--- src/rtl/timer_pkg.sv ---
// ============================================================================
// Module : timer_pkg
// Brief  : Register map, control bit indices and control struct for timer_array
// Rev    : 1.0 - initial release
// ============================================================================
`default_nettype none

package timer_pkg;

  localparam logic [2:0] REG_CNT0 = 3'd0;
  localparam logic [2:0] REG_CNT1 = 3'd1;
  localparam logic [2:0] REG_CNT2 = 3'd2;
  localparam logic [2:0] REG_CNT3 = 3'd3;
  localparam logic [2:0] REG_DIV  = 3'd4;
  localparam logic [2:0] REG_CTRL = 3'd5;
  localparam logic [2:0] REG_STAT = 3'd6;
  localparam logic [2:0] REG_PEND = 3'd7;

  localparam int CTRL_EN = 0;
  localparam int CTRL_IE = 1;
  localparam int CTRL_OS = 2;
  localparam int CTRL_LD = 3;

  typedef struct packed {
    logic [3:0] rsvd;
    logic       ld;
    logic       os;
    logic       ie;
    logic       en;
  } ctrl_t;

endpackage

`default_nettype wire

--- src/rtl/timer_array_if.sv ---
// ============================================================================
// Module : timer_array_if
// Brief  : 6502-style register bus plus shared active-low interrupt line
// Rev    : 1.0 - initial release
// ============================================================================
`default_nettype none

interface timer_array_if #(
  parameter int ADDR_W = 4
);
  logic [7:0]        i_data;
  logic [7:0]        o_data;
  logic              cs;
  logic              rwb;
  logic [ADDR_W-1:0] addr;
  logic              irq;

  modport master (output i_data, cs, rwb, addr, input o_data, irq);
  modport slave  (input i_data, cs, rwb, addr, output o_data, irq);
endinterface

`default_nettype wire

--- src/rtl/timer_channel.sv ---
// ============================================================================
// Module : timer_channel
// Brief  : One down-counting timer channel with prescaler, reload and W1C status
// Rev    : 1.0 - initial release
// ============================================================================
`default_nettype none

module timer_channel
  import timer_pkg::*;
#(
  parameter int CNT_W = 16
) (
  input  logic             clk,
  input  logic             reset,
  input  logic             wr_en,
  input  logic             rd_en,
  input  logic [2:0]       reg_sel,
  input  logic [7:0]       wdata,
  output logic [CNT_W-1:0] counter,
  output logic [CNT_W-1:0] snapshot,
  output logic [7:0]       divisor,
  output ctrl_t            ctrl,
  output logic             expired,
  output logic             exp_irq
);

  logic [7:0]       r_presc;
  logic [7:0]       r_div;
  logic [CNT_W-1:0] r_cnt;
  logic [CNT_W-1:0] r_reload;
  logic [CNT_W-1:0] r_snap;
  logic             r_en;
  logic             r_ie;
  logic             r_os;
  logic             r_exp;

  logic w_wr_ctrl;
  logic w_ld;
  logic w_tick;
  logic w_expire;

  assign w_wr_ctrl = wr_en && (reg_sel == REG_CTRL);
  assign w_ld      = w_wr_ctrl && wdata[CTRL_LD];
  assign w_tick    = r_en && (r_presc == r_div);
  // A load on a tick edge replaces the tick entirely, expiry included.
  assign w_expire  = w_tick && (r_cnt == '0) && !w_ld;

  always_ff @(negedge clk or negedge reset) begin
    if (!reset) begin
      r_presc  <= '0;
      r_div    <= '0;
      r_cnt    <= '0;
      r_reload <= '0;
      r_snap   <= '0;
      r_en     <= 1'b0;
      r_ie     <= 1'b0;
      r_os     <= 1'b0;
      r_exp    <= 1'b0;
    end else begin
      if (w_ld) begin
        r_presc <= '0;
        r_cnt   <= r_reload;
      end else begin
        if (r_en) r_presc <= w_tick ? 8'd0 : r_presc + 8'd1;
        if (w_tick) begin
          if (r_cnt != '0)  r_cnt <= r_cnt - CNT_W'(1);
          else if (!r_os)   r_cnt <= r_reload;
        end
      end

      // Control write is ordered after the one-shot EN clear so it wins.
      if (w_expire && r_os) r_en <= 1'b0;
      if (w_wr_ctrl) begin
        r_en <= wdata[CTRL_EN];
        r_ie <= wdata[CTRL_IE];
        r_os <= wdata[CTRL_OS];
      end

      if (wr_en && (reg_sel == REG_DIV)) r_div <= wdata;

      for (int b = 0; b < CNT_W / 8; b++) begin
        if (wr_en && (reg_sel == 3'(b))) r_reload[8*b +: 8] <= wdata;
      end

      if (w_expire)                                         r_exp <= 1'b1;
      else if (wr_en && (reg_sel == REG_STAT) && wdata[0])  r_exp <= 1'b0;

      if (rd_en && (reg_sel == REG_CNT0)) r_snap <= r_cnt;
    end
  end

  assign counter  = r_cnt;
  assign snapshot = r_snap;
  assign divisor  = r_div;
  assign ctrl     = '{rsvd: 4'b0, ld: 1'b0, os: r_os, ie: r_ie, en: r_en};
  assign expired  = r_exp;
  assign exp_irq  = r_exp & r_ie;

endmodule

`default_nettype wire

--- src/rtl/timer_array.sv ---
// ============================================================================
// Module : timer_array
// Brief  : NUM_CH timer channels behind one register window and one IRQ line
// Rev    : 1.0 - initial release
// ============================================================================
`default_nettype none

module timer_array
  import timer_pkg::*;
#(
  parameter int NUM_CH = 2,
  parameter int CNT_W  = 16,
  parameter int ADDR_W = 3 + $clog2(NUM_CH)
) (
  input  logic         clk,
  input  logic         reset,
  timer_array_if.slave bus
);

  logic [2:0]        w_reg;
  logic [ADDR_W-1:0] w_ch_idx;
  logic [CNT_W-1:0]  w_cnt  [NUM_CH];
  logic [CNT_W-1:0]  w_snap [NUM_CH];
  logic [7:0]        w_div  [NUM_CH];
  ctrl_t             w_ctrl [NUM_CH];
  logic [NUM_CH-1:0] w_exp;
  logic [NUM_CH-1:0] w_pend;
  logic [CNT_W-1:0]  w_src;
  logic [7:0]        w_rdata;

  assign w_reg    = bus.addr[2:0];
  assign w_ch_idx = bus.addr >> 3;

  generate
    for (genvar ch = 0; ch < NUM_CH; ch++) begin : g_ch
      logic w_sel;
      assign w_sel = (w_ch_idx == ADDR_W'(ch));

      timer_channel #(.CNT_W(CNT_W)) u_ch (
        .clk      (clk),
        .reset    (reset),
        .wr_en    (bus.cs & ~bus.rwb & w_sel),
        .rd_en    (bus.cs &  bus.rwb & w_sel),
        .reg_sel  (w_reg),
        .wdata    (bus.i_data),
        .counter  (w_cnt[ch]),
        .snapshot (w_snap[ch]),
        .divisor  (w_div[ch]),
        .ctrl     (w_ctrl[ch]),
        .expired  (w_exp[ch]),
        .exp_irq  (w_pend[ch])
      );
    end
  endgenerate

  // Byte 0 is live; upper bytes come from the snapshot taken on the byte-0 read.
  always_comb begin
    w_rdata = 8'h00;
    w_src   = '0;
    for (int ch = 0; ch < NUM_CH; ch++) begin
      if (w_ch_idx == ADDR_W'(ch)) begin
        w_src = (w_reg == REG_CNT0) ? w_cnt[ch] : w_snap[ch];
        case (w_reg)
          REG_CNT0, REG_CNT1, REG_CNT2, REG_CNT3:
                    w_rdata = 8'(w_src >> {w_reg[1:0], 3'b000});
          REG_DIV:  w_rdata = w_div[ch];
          REG_CTRL: w_rdata = w_ctrl[ch];
          REG_STAT: w_rdata = {7'b0, w_exp[ch]};
          default:  w_rdata = (ch == 0) ? 8'(w_pend) : 8'h00;
        endcase
      end
    end
  end

  assign bus.o_data = w_rdata;
  assign bus.irq    = ~|w_pend;

endmodule

`default_nettype wire

--- src/flat_wrapper.sv ---
// flat-port wrapper written by rule: the top's interface ports become plain ports
module timer_array_flat import timer_pkg::*;
#(
  parameter int NUM_CH = 2,
  parameter int CNT_W  = 16,
  parameter int ADDR_W = 3 + $clog2(NUM_CH)
)
  (clk, reset, bus_i_data, bus_cs, bus_rwb, bus_addr, bus_o_data, bus_irq);
  timer_array_if #(.ADDR_W(ADDR_W)) bus_i ();
  input  logic clk;
  input  logic reset;
  input wire logic [$bits(bus_i.i_data)-1:0] bus_i_data;
  input wire logic [$bits(bus_i.cs)-1:0] bus_cs;
  input wire logic [$bits(bus_i.rwb)-1:0] bus_rwb;
  input wire logic [$bits(bus_i.addr)-1:0] bus_addr;
  output wire logic [$bits(bus_i.o_data)-1:0] bus_o_data;
  output wire logic [$bits(bus_i.irq)-1:0] bus_irq;
  assign bus_i.i_data = bus_i_data;
  assign bus_i.cs = bus_cs;
  assign bus_i.rwb = bus_rwb;
  assign bus_i.addr = bus_addr;
  assign bus_o_data = bus_i.o_data;
  assign bus_irq = bus_i.irq;
  timer_array #(.NUM_CH(NUM_CH), .CNT_W(CNT_W), .ADDR_W(ADDR_W)) u_core (.clk(clk), .reset(reset), .bus(bus_i));
endmodule
--- config.mk ---
export PLATFORM = sky130hd
export DESIGN_NAME = timer_array_flat
export DESIGN_NICKNAME = d
export VERILOG_FILES = /design/src/rtl/timer_pkg.sv /design/src/rtl/timer_array_if.sv /design/src/rtl/timer_channel.sv /design/src/rtl/timer_array.sv /design/src/flat_wrapper.sv
export SDC_FILE = /design/constraint.sdc
export NUM_CORES = 1
export LEC_CHECK = 0
export ABC_AREA = 1
export ABC_CLOCK_PERIOD_IN_PS = 4600
export CORE_AREA = 2 2 130 132
export DETAILED_ROUTE_END_ITERATION = 16
export DIE_AREA = 0 0 132 134
export PLACE_DENSITY_LB_ADDON = 0.15
export SLEW_MARGIN = 10
export SYNTH_ARGS = -nofsm -noshare
export SYNTH_HDL_FRONTEND = slang
export SYNTH_SLANG_ARGS = --single-unit
--- constraint.sdc ---
create_clock -name clk -period 4.6 [get_ports clk]
set_input_delay 1.38 -clock clk [delete_from_list [all_inputs] [get_ports clk]]
set_output_delay 1.38 -clock clk [all_outputs]
set_load 0.05 [all_outputs]
=== Word level (Yosys, flattened, before mapping) ===
Index checks and enable logic that the tools add are counted.

* Add/subtract/negate cells: 4
* Multipliers: 0
* Div/mod/pow operators: 0
* Magnitude comparators: 0
* Equal/unequal tests: 10
* Shifts and indexed selects: 2
* Muxes and demuxes: 28
* Bitwise gates (word level): 9
* Reductions and logical operators: 45

{| class="wikitable"
|+ Operators with widths
! operator !! number
|-
| $mux W16 || 10
|-
| $mux W8 || 8
|-
| $pmux W8 S4 || 2
|-
| $logic_not A16 Y1 || 2
|-
| $reduce_bool A16 Y1 || 2
|-
| $shr A16 B5 Y8 || 2
|-
| $sub A16 B1 Y16 const B || 2
|-
| $logic_and A1 B1 Y1 || 24
|-
| $add A8 B1 Y8 const B || 2
|-
| $eq A8 B8 Y1 || 2
|-
| $reduce_bool A2 Y1 || 8
|-
| $eq A3 B3 Y1 const B || 3
|-
| $and A1 B1 Y1 || 8
|-
| $mux W1 || 8
|-
| $eq A3 B2 Y1 const B || 2
|-
| $ne A3 B1 Y1 const B || 2
|-
| $logic_not A4 Y1 || 1
|-
| $reduce_and A2 Y1 || 2
|-
| $reduce_or A4 Y1 || 1
|-
| $eq A3 B1 Y1 const B || 1
|-
| $logic_not A1 Y1 || 3
|-
| $logic_not A3 Y1 || 1
|-
| $reduce_or A2 Y1 || 1
|-
| $not A1 Y1 || 1
|}

* Register bits: 136
* Bits in latches: 0
* RAM bits: 0
* ROM bits: 0
* Input port bits: 16
* Output and inout port bits: 9
* Word-level logic and storage cells: 118
* Memories kept: 0

=== Longest topological paths before layout ===
Gate-level depths: netlist of the first run.

* Word-level depth: 10
* Gate-level depth with buffers: 12

=== By module ===
A second synthesis of the first run with hierarchy kept.

* Cells, all modules: 1153
* Area, all modules: 8084.0 um2

{| class="wikitable"
|+ Modules (own cells, without submodules)
! module !! instances !! cells each !! area each (um2) !! seq. area each (um2)
|-
| timer_channel (u_core.g_ch[1].u_ch) || 1 || 468 || 3554.7 || 1701.6
|-
| timer_channel (u_core.g_ch[0].u_ch) || 1 || 471 || 3535.9 || 1701.6
|-
| timer_array || 1 || 214 || 993.5 || 0.0
|}

==> impl_metrics.tcl, run 1 <==
set metrics [dict create \
    leakage_nw 5.110 \
    synth_area_leaders "dfrtn_1 (43%), nand2_1 (18%), o21ai_0 (6.7%), inv_1 (6.2%), nor2_1 (4.5%)" \
    p_switching_mw 2.180 \
    p_seq_share_pct 31.7 \
    fin_ws_ns -0.6988 \
    slew_viol_final 0 \
    syn_area_per_cell_um2 7.103 \
    grt_pass1_wl_um 36290 \
    pwr_density_cell_mw_per_mm2 518.0 \
    dp_hpwl_um 16110 \
    async_reset_ff_share_pct 100.0 \
    drive_above_1_share_pct 30.36 \
    grt_use_total_pct 26.22 \
    yosysSeqAreaShare_pct 43.03 \
    syn2layout_area_growth_pct 45.36 \
    totalNegativeSetupSlack_ns -5.194 \
    hold_path.class "flip-flop to flip-flop" \
    yosys_warnings 0 \
    initial_core_util_pct 43.91 \
    synth_nets 1029 \
    htree_levels 4 \
    io_pins 25 \
    drtPass1Iterations 5 \
    die_h_um 134 \
    ir_drop_uv 357.4 \
    yosys_register_bits 123 \
    synthFlopType "dfrtn_1" \
    io_buffers 24 \
    p_clk_share_pct 23.3 \
    placement.cell_area_mm2 0.008991 \
    synth_cells 1007 \
    overflow 0 \
    yosysTopAreaCell "dfrtn_1" \
    worstPathArrival_ns 3.92 \
    gp_congestion 0.9000 \
    holdPathStages 2 \
    max_slew_margin_pct 60.00 \
    cp_cell_sequence "inv_2, a21oi_2, o21ai_1, o211ai_1, nand2_1, nor2_4, buf_12" \
    clkSinkCount 123 \
    drtIter0Drc 467 \
    maxCapViolations 0 \
    synth.top_cells.by_count "nand2_1 (338), dfrtn_1 (123), inv_1 (118)" \
    rsz0062_at_grt "yes" \
    finClkSkew_ns 0.007787 \
    worst_slew_pin_slew_ns 0.5984 \
    vias 7286 \
    cts_tree "built" \
    num_antenna_cells 0 \
    insertion_delay_ns 0.39 \
    run_status "finished with violations" \
    post-synth-top-area-fraction_pct 43.03 \
    postLayoutCoreUtil_pct 63.83 \
    num_rows 47 \
    violations "negative setup slack" \
    antenna_left 0 \
    grt_pass1_vias 7136 \
    yosysMostFrequentCell "nand2_1" \
    cp.required_ns 3.22 \
    cts_root_buf "clkbuf_16" \
    combPwrFrac_pct 45.1 \
    crit_path_end_kind "output pin" \
    swShare_pct 40.48 \
    cts_buffers 17 \
    yosysUniqueCellTypes 38 \
    coreArea_mm2 0.01629 \
    synth_area_mm2 0.007153 \
    antenna_found_initial 0 \
    grt_max_degree 49 \
    slowest_delay_ns 0.44 \
    die_area_mm2 0.01769 \
    drc 0 \
    synth_edf_count 0 \
    wl_um 23030 \
    finalSetupViolCount 18 \
    slowest_stage "dfrtn_1" \
    critPathKind "flip-flop to output pin" \
    worstRegToRegCells 9 \
    cp_max_fo 2 \
    cp-start-kind "flip-flop" \
    die_w_um 132 \
    pre_cts_ws_ns -0.8652 \
    intPower_mw 3.206 \
    finalInstanceArea_mm2 0.01040 \
    clockBufferDepth 2 \
    hold_violations 0 \
    viasPerCell 5.135 \
    timing.reg2reg.setup_slack_ns 2.39 \
    wl_per_cell_um 16.23 \
    final_nets 1210 \
    clk_pin_slew_worst_paths_ns 0.04 \
]
==> flip-flops by register name, indices dropped and copies added (netlist names) <==
register,count
u_core.g_ch.u_ch.counter,32
u_core.g_ch.u_ch.divisor,16
u_core.g_ch.u_ch.expired,2
u_core.g_ch.u_ch.r_en,2
u_core.g_ch.u_ch.r_ie,2
u_core.g_ch.u_ch.r_os,2
u_core.g_ch.u_ch.r_presc,16
u_core.g_ch.u_ch.r_reload,32
u_core.g_ch.u_ch.snapshot,19
==> metrics by stage <==
| stage | hold WS (ns) | std cells | power [mW] |
|---|---|---|---|
| floorplan | 0.4044 | 1007 | 3.022 |
| global placement | 0.4288 | 1359 | 3.792 |
| detailed placement | 0.4334 | 1359 | 3.815 |
| CTS | 0.4348 | 1401 | 5.156 |
| global route | 0.4695 | 1419 | 5.774 |
| finish | 0.4356 | 1419 | 5.385 |
==> cell usage in the layout (no fill, tap or decap), drive strengths merged, types with 2 or more instances in the layout <==
cell type	instances
nor2	92
clkdlybuf4s50	7
clkinvlp	6
dfrtn	123
o22ai	6
nand4	24
clkinv	5
nor3b	2
clkbuf	27
xor2	22
nor3	13
o211ai	4
xnor2	3
nand2	356
ha	6
o21ai	119
buf	172
inv	127
a21oi	24
nand3	50
o221ai	3
==> what timing repair did <==
action                     in CTS  in global routing
setup endpoints to repair     130                132
cloned                          2                  5
pin swaps                      28                 49
resized for setup              52                139
buffers inserted               11                 14
hold endpoints to repair        0                  0
hold buffers                    0                  0
==> power by group through the flow <==
stage,clock network [mW],registers (mW),logic (mW)
global route,1.31,1.74,2.72
global placement,0,1.69,2.10
CTS,1.27,1.68,2.21
detailed placement,0,1.69,2.13
finish,1.25,1.71,2.43
floorplan,0,1.65,1.37
==> kinds of logic after synthesis <==
family | count (synthesis) | share of synthesized area (%)
compound gates | 159 | 11.63
buf+inv | 159 | 9.061
mux | 1 | 0.1574
xor+xnor | 25 | 3.061
fa+ha+maj | 6 | 1.049
flops | 123 | 43.03
simple gates | 534 | 32.01
==> critical path, delay by kind of cell (launching register included) <==
family,cells,cell delay [ns]
AOI/OAI and AO/OA,3,0.26
DFF,1,0.44
and+or+nand+nor,2,0.31
buffers and inverters,2,0.22
==> per-layer routing <==
metal  vias to the layer above  routed length, um  GRT usage [%]
met5                         -                  0              0
met4                         0                911          10.57
met3                        50               1040          4.724
met2                       188              11010          43.98
met1                      3472              10070          33.71
li1                       3576                  -              -
==> path summary, 6_finish.rpt <==
check	start	to
max	u_core.g_ch[1].u_ch.r_os	bus_o_data[2]
min	u_core.g_ch[1].u_ch.r_reload[13]	u_core.g_ch[1].u_ch.r_reload[13]
max reg2reg	u_core.g_ch[1].u_ch.counter[5]	u_core.g_ch[1].u_ch.counter[5]
min reg2reg	u_core.g_ch[1].u_ch.r_reload[13]	u_core.g_ch[1].u_ch.r_reload[13]
max in group asynchronous	reset	u_core.g_ch[0].u_ch.counter[12]
min in group asynchronous	reset	u_core.g_ch[1].u_ch.counter[10]
==> layout make-up <==
class	count	area (um^2)
Fill cell	1434	5892
Clock inverter	7	67.56
Tap cell	220	275.3
Multi-Input combinational cell	730	4091
Inverter	132	538.0
Sequential cell	123	3078
Clock buffer	23	478.0
Timing Repair Buffer	184	1869
No activity file was read; power rests on OpenSTA's default activity.
==> run 2, diff against run 1 <==
==> constraint.sdc (replaced) <==
create_clock -name clk -period 4.6 [get_ports clk]
set_input_delay 1.38 -clock clk [delete_from_list [all_inputs] [get_ports clk]]
set_output_delay 1.38 -clock clk [all_outputs]
set_load 0.1 [all_outputs]
==> run 2 against run 1 <==
Effect of this change: the flow still finishes with violations (negative setup slack); flip-flop and latch count stayed put; global-route usage is 0.30 points lower; sequential power hardly changed; combinational power is 3% lower; power is 2.1% lower; sequential share of layout area is 1.2 points higher; critical path depth is 2 lower; first-iteration DRC count is 6.4% higher; utilization is 2.6 points lower; final cell count is 1.2% lower.
==> impl_metrics.tcl, run 2 (same netlist as run 1, synthesis figures left out) <==
set metrics [dict create \
    crit_path_end_kind "output pin" \
    critPathKind "flip-flop to output pin" \
    grt_use_total_pct 25.92 \
    num_antenna_cells 0 \
    grt_max_degree 70 \
    gp_congestion 0.9306 \
    drc 0 \
    io_pins 25 \
    rsz0062_at_grt "yes" \
    wl_per_cell_um 16.20 \
    clk_pin_slew_worst_paths_ns 0.04 \
    grt_pass1_vias 6685 \
    insertion_delay_ns 0.41 \
    viasPerCell 5.076 \
    vias 7116 \
    pwr_density_cell_mw_per_mm2 528.3 \
    cts_root_buf "clkbuf_16" \
    antenna_left 0 \
    slew_viol_final 0 \
    coreArea_mm2 0.01629 \
    clkSinkCount 123 \
    dp_hpwl_um 16540 \
    drtIter0Drc 497 \
    fin_ws_ns -0.7039 \
    p_total_mw 5.273 \
    finalSetupViolCount 9 \
    leakage_nw 4.944 \
    timing.hold.ws_ns 0.4266 \
    worstPathArrival_ns 3.92 \
    cts_tree "built" \
    die_area_mm2 0.01769 \
    io_buffers 24 \
    die_h_um 134 \
    overflow 0 \
    wl_um 22710 \
    clockBufferDepth 2 \
    die_w_um 132 \
    finClkSkew_ns 0.007673 \
    hold_violations 0 \
    cp_max_fo 2 \
    htree_levels 4 \
    syn2layout_area_growth_pct 39.53 \
    max_slew_margin_pct 71.05 \
    ctsHoldBuffers 0 \
    drtPass1Iterations 5 \
    maxCapViolations 0 \
    cp-start-kind "flip-flop" \
    violations "negative setup slack" \
    final_nets 1192 \
    postLayoutCoreUtil_pct 61.27 \
    initial_core_util_pct 43.91 \
    grt_pass1_wl_um 35330 \
    cp.required_ns 3.22 \
    final_common_cell "nand2_1" \
    hold_path.class "flip-flop to flip-flop" \
    drive_above_1_share_pct 26.06 \
    ir_drop_uv 318.2 \
    num_rows 47 \
    antenna_found_initial 0 \
    worst_slew_pin_slew_ns 0.4327 \
    cts_buffers 17 \
    run_status "finished with violations" \
    layout_common_cells "nand2_1 (315), dfrtn_1 (123), buf_4 (118)" \
]
run 2: layout make-up:
class                   instances  area (um^2)
clock inverters                11        73.82
well taps                     220        275.3
inverters                     132        533.0
fillers                      1495         6309
repair buffers                170         1672
clock buffers                  20        456.7
flip-flops and latches        123         3078
multi-input cells             726         3892
run 2: worst paths after layout:
check / from / end / slack (ns) / depth (start not counted)
max: u_core.g_ch[0].u_ch.snapshot[10] / bus_o_data[2] / -0.70 / 5
min: u_core.g_ch[1].u_ch.r_reload[4] / u_core.g_ch[1].u_ch.r_reload[4] / 0.43 / 2
max reg2reg: u_core.g_ch[1].u_ch.counter[7] / u_core.g_ch[1].u_ch.counter[4] / 2.50 / 10
min reg2reg: u_core.g_ch[1].u_ch.r_reload[4] / u_core.g_ch[1].u_ch.r_reload[4] / 0.43 / 2
max in group asynchronous: reset / u_core.g_ch[0].u_ch.r_os / 1.04 / 2
min in group asynchronous: reset / u_core.g_ch[1].u_ch.r_presc[2] / 2.96 / 1
run 2: stage by stage:
| step | setup TNS, ns | area, um^2 | cells | setup slack [ns] |
|---|---|---|---|---|
| 2_1_floorplan | -11.67 | 7498 | 1007 | -0.4587 |
| 3_3_place_gp | -96.01 | 8894 | 1341 | -0.8634 |
| 3_5_place_dp | -96.56 | 8894 | 1341 | -0.8999 |
| 4_1_cts | -5.589 | 9612 | 1385 | -0.6935 |
| 5_1_grt | -6.400 | 9981 | 1402 | -0.7941 |
| 6_report | -5.562 | 9981 | 1402 | -0.7039 |
run 2: power by group:
part / total, mW / internal, mW / switching (mW)
clock: 1.22 / 0.707 / 0.513
sequential: 1.70 / 1.42 / 0.288
combinational: 2.35 / 0.961 / 1.39
total: 5.27 / 3.08 / 2.19
run 2: layer usage:
layer	GRT usage [%]	vias up	part of all wire [%]
li1	-	3542	-
met1	34.19	3323	43
met2	41.78	203	48
met3	5.178	48	5.2
met4	10.99	0	3.4
met5	0	-	0
run 2: what timing repair did:
| item | 4_1_cts | 5_1_grt |
|---|---|---|
| endpoints found under the hold margin | 0 | 0 |
| pin swaps | 22 | 20 |
| gates resized for setup | 54 | 63 |
| setup buffers | 12 | 15 |
| setup endpoints to repair | 130 | 75 |
| gates cloned | 1 | 3 |
run 2: critical path, stage by stage (launching register included):
cell,delay (ns)
dfrtn_1,0.48
o21ai_0,0.12
a21oi_1,0.18
nor3_2,0.07
nor2_4,0.17
buf_12,0.19
==> run 3, diff against run 2 <==
Settings changed: SKIP_CTS_REPAIR_TIMING set to 1.
==> run 3 against run 2 <==
Effect of this change: the flow still finishes with violations (negative setup slack); die area unchanged; count of clock-buffer cells in the layout unchanged; global-route usage decreased by 0.49 points; critical path depth increased by 2; combinational power decreased by 2%; worst hold slack about the same; final cell count decreased by 1.2%.
==> impl_metrics.tcl, run 3 (same netlist as run 1, synthesis figures left out) <==
set metrics [dict create \
    grt_pass1_wl_um 34670 \
    combPwrFrac_pct 44.1 \
    timing.reg2reg.setup_slack_ns 2.62 \
    insertion_delay_ns 0.40 \
    cts_buffers 17 \
    hold_path.class "flip-flop to flip-flop" \
    pre_cts_ws_ns -0.8999 \
    ir_drop_uv 306.3 \
    leakage_nw 4.892 \
    io_pins 25 \
    slowest_delay_ns 0.42 \
    worstPathArrival_ns 3.93 \
    io_buffers 24 \
    die_w_um 132 \
    cp_cell_sequence "inv_2, a21oi_2, o21ai_1, o21ai_1, a21oi_2, o21ai_4, buf_12" \
    p_total_mw 5.207 \
    die_h_um 134 \
    viasPerCell 5.049 \
    antenna_left 0 \
    endpoint "bus_o_data[1]" \
    swShare_pct 41.37 \
    cp_max_fo 2 \
    grt_use_total_pct 25.43 \
    critPathKind "flip-flop to output pin" \
    p_switching_mw 2.154 \
    drive_above_1_share_pct 23.61 \
    cts_root_buf "clkbuf_16" \
    maxCapViolations 0 \
    cp.required_ns 3.22 \
    pwr_density_cell_mw_per_mm2 530.6 \
    cts_tree "built" \
    run_status "finished with violations" \
    clockBufferDepth 2 \
    final_nets 1175 \
    violations "negative setup slack" \
    fin_ws_ns -0.7064 \
    final_common_cell "nand2_1" \
    grt_pass1_vias 6553 \
    regToRegStartpoint "u_core.g_ch[1].u_ch.counter[5]" \
    drtIter0Drc 454 \
    clkSinkCount 123 \
    drtPass1Iterations 6 \
    gp_congestion 0.9306 \
    startpoint "u_core.g_ch[0].u_ch.counter[1]" \
    drc 0 \
    p_clk_share_pct 23.3 \
    crit_path_end_kind "output pin" \
    coreArea_mm2 0.01629 \
    hold_violations 0 \
    slew_viol_final 0 \
    worst_slew_pin_slew_ns 0.4475 \
    num_antenna_cells 0 \
    htree_levels 4 \
    slowest_stage "dfrtn_1" \
    wl_um 22070 \
    finClkSkew_ns 0.009150 \
    rsz0062_at_grt "yes" \
    finalSetupViolCount 15 \
    grt_max_degree 70 \
    p_seq_share_pct 32.6 \
    die_area_mm2 0.01769 \
    overflow 0 \
    clk_pin_slew_worst_paths_ns 0.04 \
    path_delay_family "compound AO/OA/AOI/OAI gates" \
    antenna_found_initial 0 \
    vias 6993 \
    r2r-end "u_core.g_ch[1].u_ch.counter[4]" \
    critPathBufInv 2 \
    max_slew_margin_pct 70.06 \
    syn2layout_area_growth_pct 37.20 \
    worstRegToRegCells 9 \
    initial_core_util_pct 43.91 \
    intPower_mw 3.053 \
    totalNegativeSetupSlack_ns -5.796 \
    crit_cells 7 \
    wl_per_cell_um 15.93 \
    cp-start-kind "flip-flop" \
    layout_common_cells "nand2_1 (319), dfrtn_1 (123), inv_1 (109)" \
    dp_hpwl_um 16540 \
    num_rows 47 \
]
## run 3: changes by cell type in the layout (fill, tap and decap cells not counted), sizes merged
cell and delta:
buf -19, dlymetal6s2s +1, nand2 +1, clkinv -1
inv +1
## run 3: layout make-up
| cell class | instances | area (um^2) |
|---|---|---|
| clock buffer | 20 | 456.7 |
| clock inverter | 11 | 73.82 |
| fill | 1527 | 6475 |
| inverter | 132 | 528.0 |
| multi-input combinational | 727 | 3876 |
| sequential | 123 | 3078 |
| tap | 220 | 275.3 |
| timing repair buffer | 152 | 1526 |
## run 3: power by group through the flow
stage / clock, mW / combinational (mW) / sequential [mW]
2_1_floorplan: 0 / 1.43 / 1.65
3_3_place_gp: 0 / 2.15 / 1.69
3_5_place_dp: 0 / 2.17 / 1.70
4_1_cts: 1.23 / 2.19 / 1.69
5_1_grt: 1.28 / 2.57 / 1.73
6_report: 1.21 / 2.30 / 1.70
## run 3: how the worst min path moves through the flow
stage | start | end | slack [ns] | depth (start not counted)
after CTS | u_core.g_ch[0].u_ch.r_reload[8] | u_core.g_ch[0].u_ch.r_reload[8] | 0.44 | 2
final | u_core.g_ch[1].u_ch.r_reload[4] | u_core.g_ch[1].u_ch.r_reload[4] | 0.43 | 2
after floorplan | u_core.g_ch[1].u_ch.r_os | u_core.g_ch[1].u_ch.r_en | 0.40 | 3
after global placement | u_core.g_ch[1].u_ch.r_os | u_core.g_ch[1].u_ch.r_en | 0.43 | 3
after detailed placement | u_core.g_ch[1].u_ch.r_reload[1] | u_core.g_ch[1].u_ch.r_reload[1] | 0.44 | 2
after global routing | u_core.g_ch[1].u_ch.r_reload[3] | u_core.g_ch[1].u_ch.r_reload[3] | 0.45 | 2
## run 3: per-stage QoR
step / instance area [um^2] / instances / hold slack, ns / util [%]
2_1_floorplan: 7498 / 1007 / 0.4044 / -
4_1_cts: 9424 / 1372 / 0.4364 / 57.85
3_5_place_dp: 8894 / 1341 / 0.4351 / 54.60
3_3_place_gp: 8894 / 1341 / 0.4269 / 54.60
5_1_grt: 9814 / 1385 / 0.4499 / 60.25
6_report: 9814 / 1385 / 0.4266 / 60.25
## run 3: layer usage
layer  vias to the layer above  GRT usage, %  part of all wire, %
met5                         -             0                    0
met2                       178         41.29                   48
li1                       3507             -                    -
met4                         0         10.08                  3.0
met1                      3267         33.80                   45
met3                        41         4.724                  3.8
## run 3: worst reg2reg max path, cell delays in order (launching register included)
cell	delay, ns
dfrtn_1	0.35
buf_4	0.16
nor2_1	0.19
nand2_1	0.13
nor2_1	0.20
nand3_1	0.22
nand2_4	0.26
nand2_1	0.13
o21ai_1	0.09
o21ai_1	0.09
